File: config.mk
export PLATFORM = sky130hd
export DESIGN_NAME = seven_segment_scanner
export DESIGN_NICKNAME = d
export VERILOG_FILES = /design/src/rtl/seg_pkg.sv /design/src/rtl/seg_decode.sv /design/src/rtl/seven_segment_scanner.sv
export SDC_FILE = /design/constraint.sdc
export NUM_CORES = 1
export LEC_CHECK = 0
export ABC_CLOCK_PERIOD_IN_PS = 2700
export CAP_MARGIN = 20
export CORE_UTILIZATION = 55
export DETAILED_ROUTE_END_ITERATION = 8
export GPL_TIMING_DRIVEN = 1
export PLACE_DENSITY = 0.83
export SLEW_MARGIN = 40
export SYNTH_ARGS = -nofsm -noshare
export SYNTH_HDL_FRONTEND = slang
export SYNTH_SLANG_ARGS = --single-unit
File: constraint.sdc
create_clock -name clk -period 2.7 [get_ports clk]
set_input_delay 0.405 -clock clk [delete_from_list [all_inputs] [get_ports clk]]
set_output_delay 0.405 -clock clk [all_outputs]
set_load 0.02 [all_outputs]
File: src/rtl/seg_pkg.sv
// Shared glyph constants and nibble type for the seven-segment display path.
// Glyphs are active-low, ordered abcdefg with segment a in the MSB.
package seg_pkg;

    typedef logic [3:0] nibble_t;
    typedef logic [6:0] glyph_t;

    localparam glyph_t GLYPH_0    = 7'b0000001;
    localparam glyph_t GLYPH_1    = 7'b1001111;
    localparam glyph_t GLYPH_2    = 7'b0010010;
    localparam glyph_t GLYPH_3    = 7'b0000110;
    localparam glyph_t GLYPH_4    = 7'b1001100;
    localparam glyph_t GLYPH_5    = 7'b0100100;
    localparam glyph_t GLYPH_6    = 7'b0100000;
    localparam glyph_t GLYPH_7    = 7'b0001111;
    localparam glyph_t GLYPH_8    = 7'b0000000;
    localparam glyph_t GLYPH_9    = 7'b0001100;
    localparam glyph_t GLYPH_A    = 7'b0001000;
    localparam glyph_t GLYPH_B    = 7'b1100000;
    localparam glyph_t GLYPH_C    = 7'b0110001;
    localparam glyph_t GLYPH_D    = 7'b1000010;
    localparam glyph_t GLYPH_E    = 7'b0110000;
    localparam glyph_t GLYPH_F    = 7'b0111000;
    localparam glyph_t GLYPH_DASH = 7'b1111110;
    localparam glyph_t GLYPH_OFF  = 7'b1111111;

endpackage

File: src/rtl/seg_decode.sv
// Combinational nibble-to-glyph lookup. With HEX_EN=0 the values 10..15
// render as a dash so a non-BCD value is visibly wrong rather than misleading.
module seg_decode
    import seg_pkg::*;
#(
    parameter int HEX_EN = 1
) (
    input  nibble_t nibble,
    output glyph_t  glyph
);

    localparam bit HEX_ON = (HEX_EN != 0);

    always_comb begin
        glyph = GLYPH_DASH;
        case (nibble)
            4'h0: glyph = GLYPH_0;
            4'h1: glyph = GLYPH_1;
            4'h2: glyph = GLYPH_2;
            4'h3: glyph = GLYPH_3;
            4'h4: glyph = GLYPH_4;
            4'h5: glyph = GLYPH_5;
            4'h6: glyph = GLYPH_6;
            4'h7: glyph = GLYPH_7;
            4'h8: glyph = GLYPH_8;
            4'h9: glyph = GLYPH_9;
            4'hA: glyph = HEX_ON ? GLYPH_A : GLYPH_DASH;
            4'hB: glyph = HEX_ON ? GLYPH_B : GLYPH_DASH;
            4'hC: glyph = HEX_ON ? GLYPH_C : GLYPH_DASH;
            4'hD: glyph = HEX_ON ? GLYPH_D : GLYPH_DASH;
            4'hE: glyph = HEX_ON ? GLYPH_E : GLYPH_DASH;
            4'hF: glyph = HEX_ON ? GLYPH_F : GLYPH_DASH;
        endcase
    end

endmodule

File: src/rtl/seven_segment_scanner.sv
// Time-multiplexed common-anode display driver with a double-buffered value:
// new values are captured into pending and promoted to active only at frame wrap.
module seven_segment_scanner
    import seg_pkg::*;
#(
    parameter int DIGITS      = 4,
    parameter int DIV         = 50000,
    parameter int HEX_EN      = 1,
    parameter int LZ_SUPPRESS = 1
) (
    input  logic                  clk,
    input  logic                  reset,
    input  logic                  load,
    input  logic [4*DIGITS-1:0]   value,
    input  logic [DIGITS-1:0]     dp,
    input  logic                  blank,
    output logic [0:6]            leds,
    output logic                  dp_n,
    output logic [DIGITS-1:0]     an,
    output logic                  frame_done
);

    localparam int IDX_W  = (DIGITS > 1) ? $clog2(DIGITS) : 1;
    localparam int TICK_W = $clog2(DIV);
    localparam logic [TICK_W-1:0] TICK_LAST = TICK_W'(DIV - 1);
    localparam logic [IDX_W-1:0]  IDX_LAST  = IDX_W'(DIGITS - 1);

    logic [TICK_W-1:0]   tick_reg;
    logic [IDX_W-1:0]    index_reg;
    logic [4*DIGITS-1:0] pend_value_reg;
    logic [DIGITS-1:0]   pend_dp_reg;
    logic [4*DIGITS-1:0] act_value_reg;
    logic [DIGITS-1:0]   act_dp_reg;
    logic                wrapped_reg;
    glyph_t              leds_reg;
    logic                dp_n_reg;
    logic [DIGITS-1:0]   an_reg;
    logic                frame_done_reg;

    logic                tick_last;
    logic                wrap;
    nibble_t             act_nibble [DIGITS];
    logic [DIGITS-1:0]   zero_from;
    logic [DIGITS-1:0]   an_next;
    nibble_t             cur_nibble;
    glyph_t              cur_glyph;
    logic                suppress;

    assign tick_last = (tick_reg == TICK_LAST);
    assign wrap      = tick_last && (index_reg == IDX_LAST);

    // zero_from[i]: nibble i and everything above it are zero.
    for (genvar gi = 0; gi < DIGITS; gi++) begin : g_digit
        assign act_nibble[gi] = act_value_reg[4*gi +: 4];
        assign zero_from[gi]  = ~|act_value_reg[4*DIGITS-1:4*gi];
        assign an_next[gi]    = (index_reg != IDX_W'(gi));
    end

    assign cur_nibble = act_nibble[index_reg];
    assign suppress   = (LZ_SUPPRESS != 0) && (index_reg != '0) && zero_from[index_reg];

    seg_decode #(
        .HEX_EN (HEX_EN)
    ) u_decode (
        .nibble (cur_nibble),
        .glyph  (cur_glyph)
    );

    always_ff @(posedge clk) begin
        if (reset) begin
            tick_reg       <= '0;
            index_reg      <= '0;
            pend_value_reg <= '0;
            pend_dp_reg    <= '0;
            act_value_reg  <= '0;
            act_dp_reg     <= '0;
            wrapped_reg    <= 1'b0;
            leds_reg       <= GLYPH_OFF;
            dp_n_reg       <= 1'b1;
            an_reg         <= '1;
            frame_done_reg <= 1'b0;
        end else begin
            tick_reg <= tick_last ? '0 : tick_reg + TICK_W'(1);
            if (tick_last) begin
                index_reg <= (index_reg == IDX_LAST) ? '0 : index_reg + IDX_W'(1);
            end

            if (load) begin
                pend_value_reg <= value;
                pend_dp_reg    <= dp;
            end

            // A load landing on the wrap bypasses pending so it is not lost for a frame.
            if (wrap) begin
                act_value_reg <= load ? value : pend_value_reg;
                act_dp_reg    <= load ? dp    : pend_dp_reg;
            end

            // Delayed twice so the pulse lines up with the first registered digit-0 output.
            wrapped_reg    <= wrap;
            frame_done_reg <= wrapped_reg;

            leds_reg <= suppress ? GLYPH_OFF : cur_glyph;
            dp_n_reg <= ~act_dp_reg[index_reg];
            an_reg   <= blank ? '1 : an_next;
        end
    end

    assign leds       = leds_reg;
    assign dp_n       = dp_n_reg;
    assign an         = an_reg;
    assign frame_done = frame_done_reg;

endmodule

* Yosys cells after proc, flatten, opt, wreduce, memory -nomap -nowiden
Memories as Yosys holds them, arrays and structs flattened. A register that Yosys moved wholly into a read port is not among the register bits. Cells that the tools add are included.
Cells by class: bitwise operators 2, equality and inequality tests 5, reductions and logical operators 14, muxes and demuxes 10, $add $sub $neg 2, $lt $le $gt $ge 2
Operators by type and width (number):
- adder 16 x 1 -> 16 bit (second input constant) | 1
- equality test 16 bit (second input constant) | 1
- two-way mux 16 bit | 1
- OR reduction 16 bit | 1
- two-way mux 4 bit | 3
- OR reduction 12 bit | 1
- binary-select mux 4 bit (select 2 bit) | 1
- OR reduction 8 bit | 1
- OR reduction 2 bit | 3
- binary-select mux 1 bit (select 2 bit) | 2
- logical NOT 1 bit | 4
- != test 2 bit (second input constant) | 2
- OR reduction 4 bit | 1
- greater-or-equal comparator 3 bit (second input constant) | 1
- < comparator 2 x 3 -> 1 bit (second input constant) | 1
- NOT 2 -> 3 bit | 1
- adder 2 x 1 -> 2 bit (second input constant) | 1
- equality test 2 bit (second input constant) | 1
- logical AND 1 bit | 2
- two-way mux 1 bit | 2
- two-way mux 2 bit | 1
- != test 2 x 1 -> 1 bit (second input constant) | 1
- nonzero test 2 bit | 1
- NOT 1 bit | 1
Word-level totals: memories 1, logic and storage cells 46, bits in registers 65, output and inout port bits 13, input port bits 24, bits in read-only memories 112
Memories:
- (no name shown) | words 16, width 7, read ports 1, clocked after memory_dff 1, write ports 0, RTL line seg_decode.sv:16 | case (nibble)

* Logic depth before layout (Yosys ltp)
Gate-level depths: netlist (run 1).
depth in word-level cells 6, mapped depth 7, gate-level depth less buffers 6

* Modules after synthesis
From an unflattened synthesis (run 1), not the netlist that was laid out.
Unflattened totals: cell total of the unflattened synthesis 312, area, all modules 3216.8 um^2
Modules (own cells, without submodules):
- seven_segment_scanner | sequential area each 1441.4 um^2, area each 2944.1 um^2, times used 1, cells an instance 275
- seg_decode | sequential area each 0.0 um^2, area each 272.8 um^2, times used 1, cells an instance 37

* Worst setup path before layout (run 1)
No wires, ideal clock.
kind reg2reg, start point reg index_reg[1], end point reg leds_reg[3], in the netlist leds[3], period minus slack after synthesis 1.971 ns, stages on the path, launching flop included 8, path buffers 1, slack 0.729 ns, library setup time 0.095 ns, data required time 2.605 ns, arrival 1.876 ns, cells stage by stage dfxtp_1 > buf_2 > mux4_2 > inv_1 > ha_1 > nor2b_1 > a211oi_1 > o311ai_1
On the way: longest elaborated chain between the ends 4, elaborated cells between the ends (all ways) 9, those cells by class mux: 5; bitwise: 1; reduce/logical: 3
RTL lines:
- start: declaration | RTL line seven_segment_scanner.sv:29 | logic [IDX_W-1:0] index_reg;
- start signal: assignment | RTL line seven_segment_scanner.sv:85 | index_reg <= (index_reg == IDX_LAST) ? '0 : index_reg + IDX_W'(1);
- binary-select mux 1 bit (select 2 bit) / NOT 2 -> 3 bit (equally long branches) | RTL line seven_segment_scanner.sv:60, seven_segment_scanner.sv:59
- two-way mux 1 bit (implied by the code) / binary-select mux 4 bit (select 2 bit) (equally long branches) | RTL line seven_segment_scanner.sv:60, seven_segment_scanner.sv:59
- logical AND 1 bit / two-way mux 4 bit (equally long branches) | RTL line seven_segment_scanner.sv:60, seven_segment_scanner.sv:59
- OR reduction 2 bit (no source line) / two-way mux 4 bit (equally long branches)
- end: declaration | RTL line seven_segment_scanner.sv:35 | glyph_t leds_reg;
Several ways; a longest one is shown, not always the timed one. The select of a mux whose other input is x is not followed. A chain may end at the register's enable or synchronous reset.

* Worst setup path after layout (run 1)
Same ends and word-level chain as after synthesis.

==> results.md, run 1 <==
| Parameter | Reported |
| --- | --- |
| Result of the run | completed |
| Sequential fraction of the synthesis area | 48.10% |
| CTS clk-pin slew, worst paths | 0.07 ns |
| Gates resized, CTS repair | 0 |
| Slew at the pin with the worst max-slew slack | 0.6450 ns |
| Kind of critical path | reg -> reg |
| Site row count | 26 |
| Die Ht | 75.82 um |
| Total Negative Setup Slacks | 0 ns |
| Post-synthesis register bit count | 72 |
| Count of input and output buffers | 36 |
| Post-Synthesis Net Count | 336 |
| Cell breakdown of the critical path | mux4_2, inv_1, ha_1, nor2b_1, a211oi_1, o311ai_1 |
| TritonCTS clock tree | done |
| DPL Wire Length | 3.853 mm |
| Part of the total power dissipated in the clock network | 39.1% |
| Number of CTS-inserted buffers | 9 |
| Maximum clock frequency | 0.4441 GHz |
| Family with the most delay on the worst path | multiplexers |
| Via count | 2307 |
| Portion of total power attributed to sequential cells | 54.8% |
| Routed wire per std cell | 13.91 um |
| Post-CTS setup buffers | 0 |
| Detail Route met2 WL | 2.553 mm |
| Endpoints failing setup | 0 |
| Post-placement cell area | 3406 sq um |
| Top library cells by usage in the layout, fill and taps aside | dfxtp_1 (72), nor2_1 (43), clkdlybuf4s50_1 (36) |
| Number of max-slew violations in the final report | 0 |
| Critical Path Start Type | flip-flop |
| Leading cell type in the layout, fill and taps excluded | dfxtp_1 |
| Area enclosed by the die boundary | 5748 sq um |
| Internal Power | 0.001566 W |
| Count of max-cap constraint violations | 0 |
| I/O pin count | 37 |
| Largest net degree at the start of global routing | 40 |
| Critical Path RT | 2.95 ns |
| Switching power summed over all nets | 0.0004378 W |
| Starting density of the core | 57.93% |
| Netlist area before placement | 2997 sq um |
| Number of nets with antenna violations after routing | 0 |
| Core area | 5172 sq um |
| Total number of H-tree levels | 3 |
| Root cell of the clock tree | clkbuf_8 |
| Final nets | 370 |
| Routability congestion estimate from global placement | 0.7909 |
| Cell area after layout | 3581 sq um |
| Hold buffer count at cts | 0 |
| Wire length of the first global-routing pass | 9.597 mm |
| Vias per std cell | 5.654 |
| Syn. warnings | 0 |
| Share of final-layout standard cells stronger than drive strength 1 | 7.988% |
| Routed length on met3 | 265 um |
| Synth Area per Inst | 9.956 sq um |
| Number of antenna diodes | 0 |
| Worst min-delay path class | reg -> reg |
| Detailed-route DRC error count | 0 |
| Final Hold Violating Endpoints | 0 |
| Areal power density over the cells | 559.7 nW/um^2 |
| Part of the power in combinational logic | 6.2% |
| Crit-path max FO | 10 |
| Post-layout min period | 2.252 ns |
| Initial antenna violation count | 0 |
| Least setup slack across all paths after layout | 0.4483 ns |
| Number of library cell types mapped by synthesis | 38 |
| Number of instances in the synthesized netlist | 301 |
| Growth of design area from synthesis to finish | 19.50% |
| Detailed Routing Iterations Pass 1 | 4 |
| Vias in the first global route | 2109 |
| Period utilization | 83.40% |
| DIE WIDTH | 75.82 um |
| Leak pwr | 1.341 nW |
| Total routing usage reported by global routing | 22.50% |
| Routed wire length | 5.675 mm |
| Relative max-transition margin | 56.80% |
| Highest-delay cell along the critical path | mux4_2 |
| Setup repair after global routing missed its margin | false |
| Uppermost signal routing layer after detailed routing | met4 |
| GRT Residual Overflow | 0 |
| Worst Setup End Kind | flip-flop |
| Latest clock arrival within the worst-skew pair | 0.35 ns |
| Routed metal-1 wirelength | 2.776 mm |
| Final worst clock skew | 0.005683 ns |
| Minimum setup slack among reg-to-reg paths | 0.45 ns |
| Maximum single-stage delay on the critical path | 0.62 ns |
| First-iteration detailed-routing DRC count | 94 |
| TritonCTS sink count | 72 |
| Maximum ir drop on the vdd rail | 0.3770 mV |
| Arrival time worst endpoint | 2.50 ns |
| Worst setup slack after placement | 0.5148 ns |
| Clock Path Buffers | 2 |
| Switching share of total power | 21.84% |
| Worst path buffer plus inverter count | 1 |
stage by stage:
step | total power, W | std cells | hold slack, ns | util, %
2_1_floorplan | 0.001186 | 301 | 0.4138 | -
3_3_place_gp | 0.001242 | 394 | 0.4190 | 65.84
3_5_place_dp | 0.001245 | 394 | 0.4310 | 65.84
4_1_cts | 0.002021 | 408 | 0.4481 | 69.23
5_1_grt | 0.002079 | 408 | 0.4518 | 69.23
6_report | 0.002004 | 408 | 0.4411 | 69.23
power groups by stage:
stage / logic [W] / registers [W] / clock network, W
finish: 0.000124 / 0.00110 / 0.000783
global route: 0.000137 / 0.00110 / 0.000843
floorplan: 0.0000583 / 0.00113 / 0
detailed placement: 0.000123 / 0.00112 / 0
global placement: 0.000121 / 0.00112 / 0
CTS: 0.000125 / 0.00110 / 0.000798
kinds of logic (layout without fill, tap and decap cells):
kind of cell | after synthesis | in the layout | synth area share, %
adder cells (fa/ha/maj) | 11 | 11 | 4.593
multiplexers | 27 | 27 | 11.19
XOR/XNOR | 15 | 15 | 4.384
flip-flops | 72 | 72 | 48.10
AND/OR/NAND/NOR | 99 | 99 | 16.07
AO/OA/AOI/OAI | 50 | 50 | 11.98
buffers and inverters | 27 | 64 | 3.674
layout make-up:
class / instances / area, sq um
fillers: 398 / 1592
multi-input cells: 202 / 1445
flip-flops and latches: 72 / 1441
repair buffers: 41 / 397.9
clock buffers: 10 / 127.6
well taps: 70 / 87.58
clock inverters: 4 / 47.55
inverters: 9 / 33.78
synthesized netlist by cell type:
master	count	area share, %
a31oi_1	14	2.9
mux2_2	1	0.38
buf_1	2	0.25
nor2_1	43	5.4
dfxtp_1	72	48
nor2b_1	2	0.42
mux4_2	5	3.8
mux2i_1	20	6.7
and2_1	2	0.42
inv_1	8	1.0
o2111ai_1	2	0.58
or4_1	2	0.50
xnor2_1	13	3.8
nor3b_1	3	0.75
o21ai_2	1	0.29
or3_1	1	0.21
or3_4	1	0.38
nand2_1	12	1.5
o311ai_1	2	0.58
clkinv_1	1	0.13
mux2_1	1	0.38
nand4_1	6	1.3
o21bai_1	2	0.50
nor3_1	5	0.83
a211oi_1	14	3.5
buf_2	7	1.2
nor4_1	8	1.7
a21oi_1	4	0.67
o22a_1	7	2.0
clkbuf_1	9	1.1
nand3b_1	2	0.50
and3_1	2	0.42
a2111o_1	1	0.38
nor3_2	1	0.33
nand3_1	9	1.5
ha_1	11	4.6
xor2_1	2	0.58
o21ai_0	3	0.50
metal layers:
metal	vias to the layer above	GRT usage [%]
met5	-	0
met3	8	5.952
li1	1148	-
met4	0	9.259
met1	1102	30.70
met2	49	33.82
final timing paths:
kind / to / cells past startpoint / startpoint
max: leds[3]$_SDFF_PP1_ / 6 / index_reg[1]$_SDFFE_PP0N_
min: frame_done$_SDFF_PP0_ / 1 / wrapped_reg$_SDFF_PP0_
max reg2reg: leds[3]$_SDFF_PP1_ / 6 / index_reg[1]$_SDFFE_PP0N_
min reg2reg: frame_done$_SDFF_PP0_ / 1 / wrapped_reg$_SDFF_PP0_
No activity file was read; power rests on OpenSTA's default activity.
==> run 2: changes to the inputs <==
--- a/config.mk
+++ b/config.mk
@@ -5,7 +5,7 @@
 export SDC_FILE = /design/constraint.sdc
 export NUM_CORES = 1
 export LEC_CHECK = 0
-export ABC_CLOCK_PERIOD_IN_PS = 2700
+export ABC_CLOCK_PERIOD_IN_PS = 2300
 export CAP_MARGIN = 20
 export CORE_UTILIZATION = 55
 export DETAILED_ROUTE_END_ITERATION = 8
==> constraint.sdc (replaced) <==
create_clock -name clk -period 2.3 [get_ports clk]
set_input_delay 0.345 -clock clk [delete_from_list [all_inputs] [get_ports clk]]
set_output_delay 0.345 -clock clk [all_outputs]
set_load 0.02 [all_outputs]
==> results.md, run 2 (synthesis results as in run 1) <==
| Parameter | Reported | vs previous |
| --- | --- | --- |
| Result of the run | completed |  |
| Non-filler instance count after layout | 414 | +1.5% |
| Share of final-layout standard cells stronger than drive strength 1 | 9.302% | +1.3 points |
| Vias in the first global route | 2168 | +2.8% |
| Final nets | 375 | +1.4% |
| Most used routing layer in global routing | met2 |  |
| Number of CTS-inserted buffers | 9 | unchanged |
| Routed wire per std cell | 14.08 um | +1.2% |
| Startpoint of the lowest-slack register-to-register path | index_reg[1]$_SDFFE_PP0N_ |  |
| Leading cell type in the layout, fill and taps excluded | dfxtp_1 |  |
| Worst Setup End Kind | flip-flop |  |
| Global routing usage on met2 | 36.18% | +2.4 points |
| Worst setup slack after placement | 0.2342 ns | -0.2807 ns |
| Core area | 5172 sq um | unchanged |
| Site row count | 26 | unchanged |
| Area of all sequential standard cells | 1441 sq um | unchanged |
| Initial antenna violation count | 0 | unchanged |
| Final Hold Violating Endpoints | 0 | unchanged |
| Clock Path Buffers | 2 | unchanged |
| Minimum setup slack among reg-to-reg paths | 0.21 ns | -0.23 ns |
| Largest net degree at the start of global routing | 26 | -35% |
| Relative max-transition margin | 59.69% | +2.9 points |
| First-iteration detailed-routing DRC count | 87 | -7.4% |
| Count of max-cap constraint violations | 0 | unchanged |
| Total routing usage reported by global routing | 23.29% | +0.79 points |
| DPL Wire Length | 4.157 mm | +7.9% |
| Maximum clock frequency | 0.4794 GHz | +8.0% |
| Endpoints failing setup | 0 | unchanged |
| Crit-path max FO | 8 | -2 |
| Top library cells by usage in the layout, fill and taps aside | dfxtp_1 (72), nor2_1 (43), clkdlybuf4s50_1 (36) |  |
| Total Negative Setup Slacks | 0 ns | unchanged |
| Maximum single-stage delay on the critical path | 0.61 ns | about the same |
| Critical Path Start Type | flip-flop |  |
| Hold buffer count at cts | 0 | unchanged |
| Growth of design area from synthesis to finish | 21.50% |  |
| Number of nets with antenna violations after routing | 0 | unchanged |
| Kind of critical path | reg -> reg |  |
| Detailed Routing Iterations Pass 1 | 4 | unchanged |
| Least setup slack across all paths after layout | 0.2143 ns | -0.2340 ns |
| Total number of H-tree levels | 3 | unchanged |
| Post-layout min period | 2.086 ns | -0.1660 ns |
| Wire length of the first global-routing pass | 9.701 mm | +1.1% |
| Slew at the pin with the worst max-slew slack | 0.6018 ns | -0.04316 ns |
| Post-placement cell area | 3443 sq um | +1.1% |
| Worst min-delay path class | reg -> reg |  |
| CTS clk-pin slew, worst paths | 0.07 ns | about the same |
| Highest-delay cell along the critical path | mux4_2 |  |
| Source of the worst hold timing path | wrapped_reg$_SDFF_PP0_ |  |
| End of the worst hold path | frame_done$_SDFF_PP0_ |  |
| Root cell of the clock tree | clkbuf_8 |  |
| WHS Path Cells | 1 | unchanged |
| Worst path buffer plus inverter count | 1 | unchanged |
| Starting density of the core | 57.93% | unchanged |
| Family with the most delay on the worst path | multiplexers |  |
| Count of input and output buffers | 36 | unchanged |
| Fill cell instance count of the final layout | 392 | -1.5% |
| Capture point of the worst reg-to-reg path | leds[3]$_SDFF_PP1_ |  |
| Die Ht | 75.82 um | unchanged |
| Period utilization | 90.68% | +7.3 points |
| Total instance count after detailed placement | 399 | +1.3% |
| Latest clock arrival within the worst-skew pair | 0.36 ns | about the same |
| Critical Path RT | 2.57 ns | -0.38 ns |
| Leak pwr | 1.377 nW | +2.7% |
| Number of antenna diodes | 0 | unchanged |
| Multi-input combinational cell area | 1445 sq um | unchanged |
| Post-CTS setup buffers | 0 | unchanged |
| I/O pin count | 37 | unchanged |
| Via count | 2350 | +1.9% |
| Detailed-route DRC error count | 0 | unchanged |
| Routability congestion estimate from global placement | 0.8379 | +5.9% |
| Number of max-slew violations in the final report | 0 | unchanged |
| Vias per std cell | 5.676 | +0.39% |
| GRT Residual Overflow | 0 | unchanged |
| Routed wire length | 5.829 mm | +2.7% |
| Gates resized, CTS repair | 0 | unchanged |
| TritonCTS sink count | 72 | unchanged |
| Area enclosed by the die boundary | 5748 sq um | unchanged |
| Areal power density over the cells | 667.5 nW/um^2 | +19% |
| Setup repair after global routing missed its margin | false |  |
| DIE WIDTH | 75.82 um | unchanged |
| Met3 usage | 7.143% | +1.2 points |
| Global routing met1 resource utilization | 29.21% | -1.5 points |
| Cell breakdown of the critical path | mux4_2, inv_1, ha_1, nor2b_1, a211oi_1, o311ai_1 |  |
| Arrival time worst endpoint | 2.35 ns | -0.15 ns |
| Maximum ir drop on the vdd rail | 0.5825 mV | +55% |
| Final worst clock skew | 0.008939 ns | +0.003257 ns |
| Cell area after layout | 3641 sq um | +1.7% |
| TritonCTS clock tree | done |  |
| Worst-case reg-to-reg path depth | 6 | unchanged |
run 2: changes by cell type in the layout (fill, tap and decap cells not counted), sizes merged:
cell      before  now
clkbuf        10   13
clkinv         3    2
buf            5   10
clkinvlp       1    0
run 2: worst max path at each step:
stage	startpoint	end	slack (ns)	cells past startpoint
3_5_place_dp	index_reg[1]$_SDFFE_PP0N_	leds[3]$_SDFF_PP1_	0.23	6
2_1_floorplan	index_reg[1]$_SDFFE_PP0N_	leds[3]$_SDFF_PP1_	0.33	7
6_report	index_reg[1]$_SDFFE_PP0N_	leds[3]$_SDFF_PP1_	0.21	6
4_1_cts	index_reg[1]$_SDFFE_PP0N_	leds[3]$_SDFF_PP1_	0.22	6
5_1_grt	index_reg[1]$_SDFFE_PP0N_	leds[3]$_SDFF_PP1_	0.02	6
3_3_place_gp	index_reg[1]$_SDFFE_PP0N_	leds[3]$_SDFF_PP1_	0.33	6
run 2: report_power, final:
part / leakage [nW] / switching [W] / internal, W
combinational: 0.690 / 0.0000686 / 0.0000779
clock: 0.0997 / 0.000438 / 0.000557
sequential: 0.587 / 0.0000108 / 0.00128
run 2: area by class of cell:
| cell class | count | share of cell area, % |
|---|---|---|
| Clock buffer | 13 | 4.364 |
| Inverter | 9 | 0.9278 |
| Clock inverter | 2 | 1.065 |
| Multi-Input combinational cell | 202 | 39.69 |
| Tap cell | 70 | 2.405 |
| Timing Repair Buffer | 46 | 11.96 |
| Sequential cell | 72 | 39.59 |
run 2: stage by stage:
step	hold slack (ns)	power, W	utilization (%)
floorplan	0.4138	0.001392	-
global placement	0.4176	0.001461	66.57
detailed placement	0.4292	0.001465	66.57
CTS	0.4510	0.002451	70.39
global route	0.4554	0.002521	70.39
finish	0.4462	0.002431	70.39
run 2: layer usage:
metal	up-vias	routed length, um
met5	-	0
met4	0	133
met3	10	301
met2	65	2780
met1	1116	2613
li1	1159	-
==> run 3: changes to the inputs <==
--- a/config.mk
+++ b/config.mk
@@ -8,6 +8,7 @@
 export ABC_CLOCK_PERIOD_IN_PS = 2300
 export CAP_MARGIN = 20
 export CORE_UTILIZATION = 55
+export CTS_CLUSTER_DIAMETER = 30
 export DETAILED_ROUTE_END_ITERATION = 8
 export GPL_TIMING_DRIVEN = 1
 export PLACE_DENSITY = 0.83
==> results of run 3 <==
Final layout, timing and power as in run 2 (identical DEF).
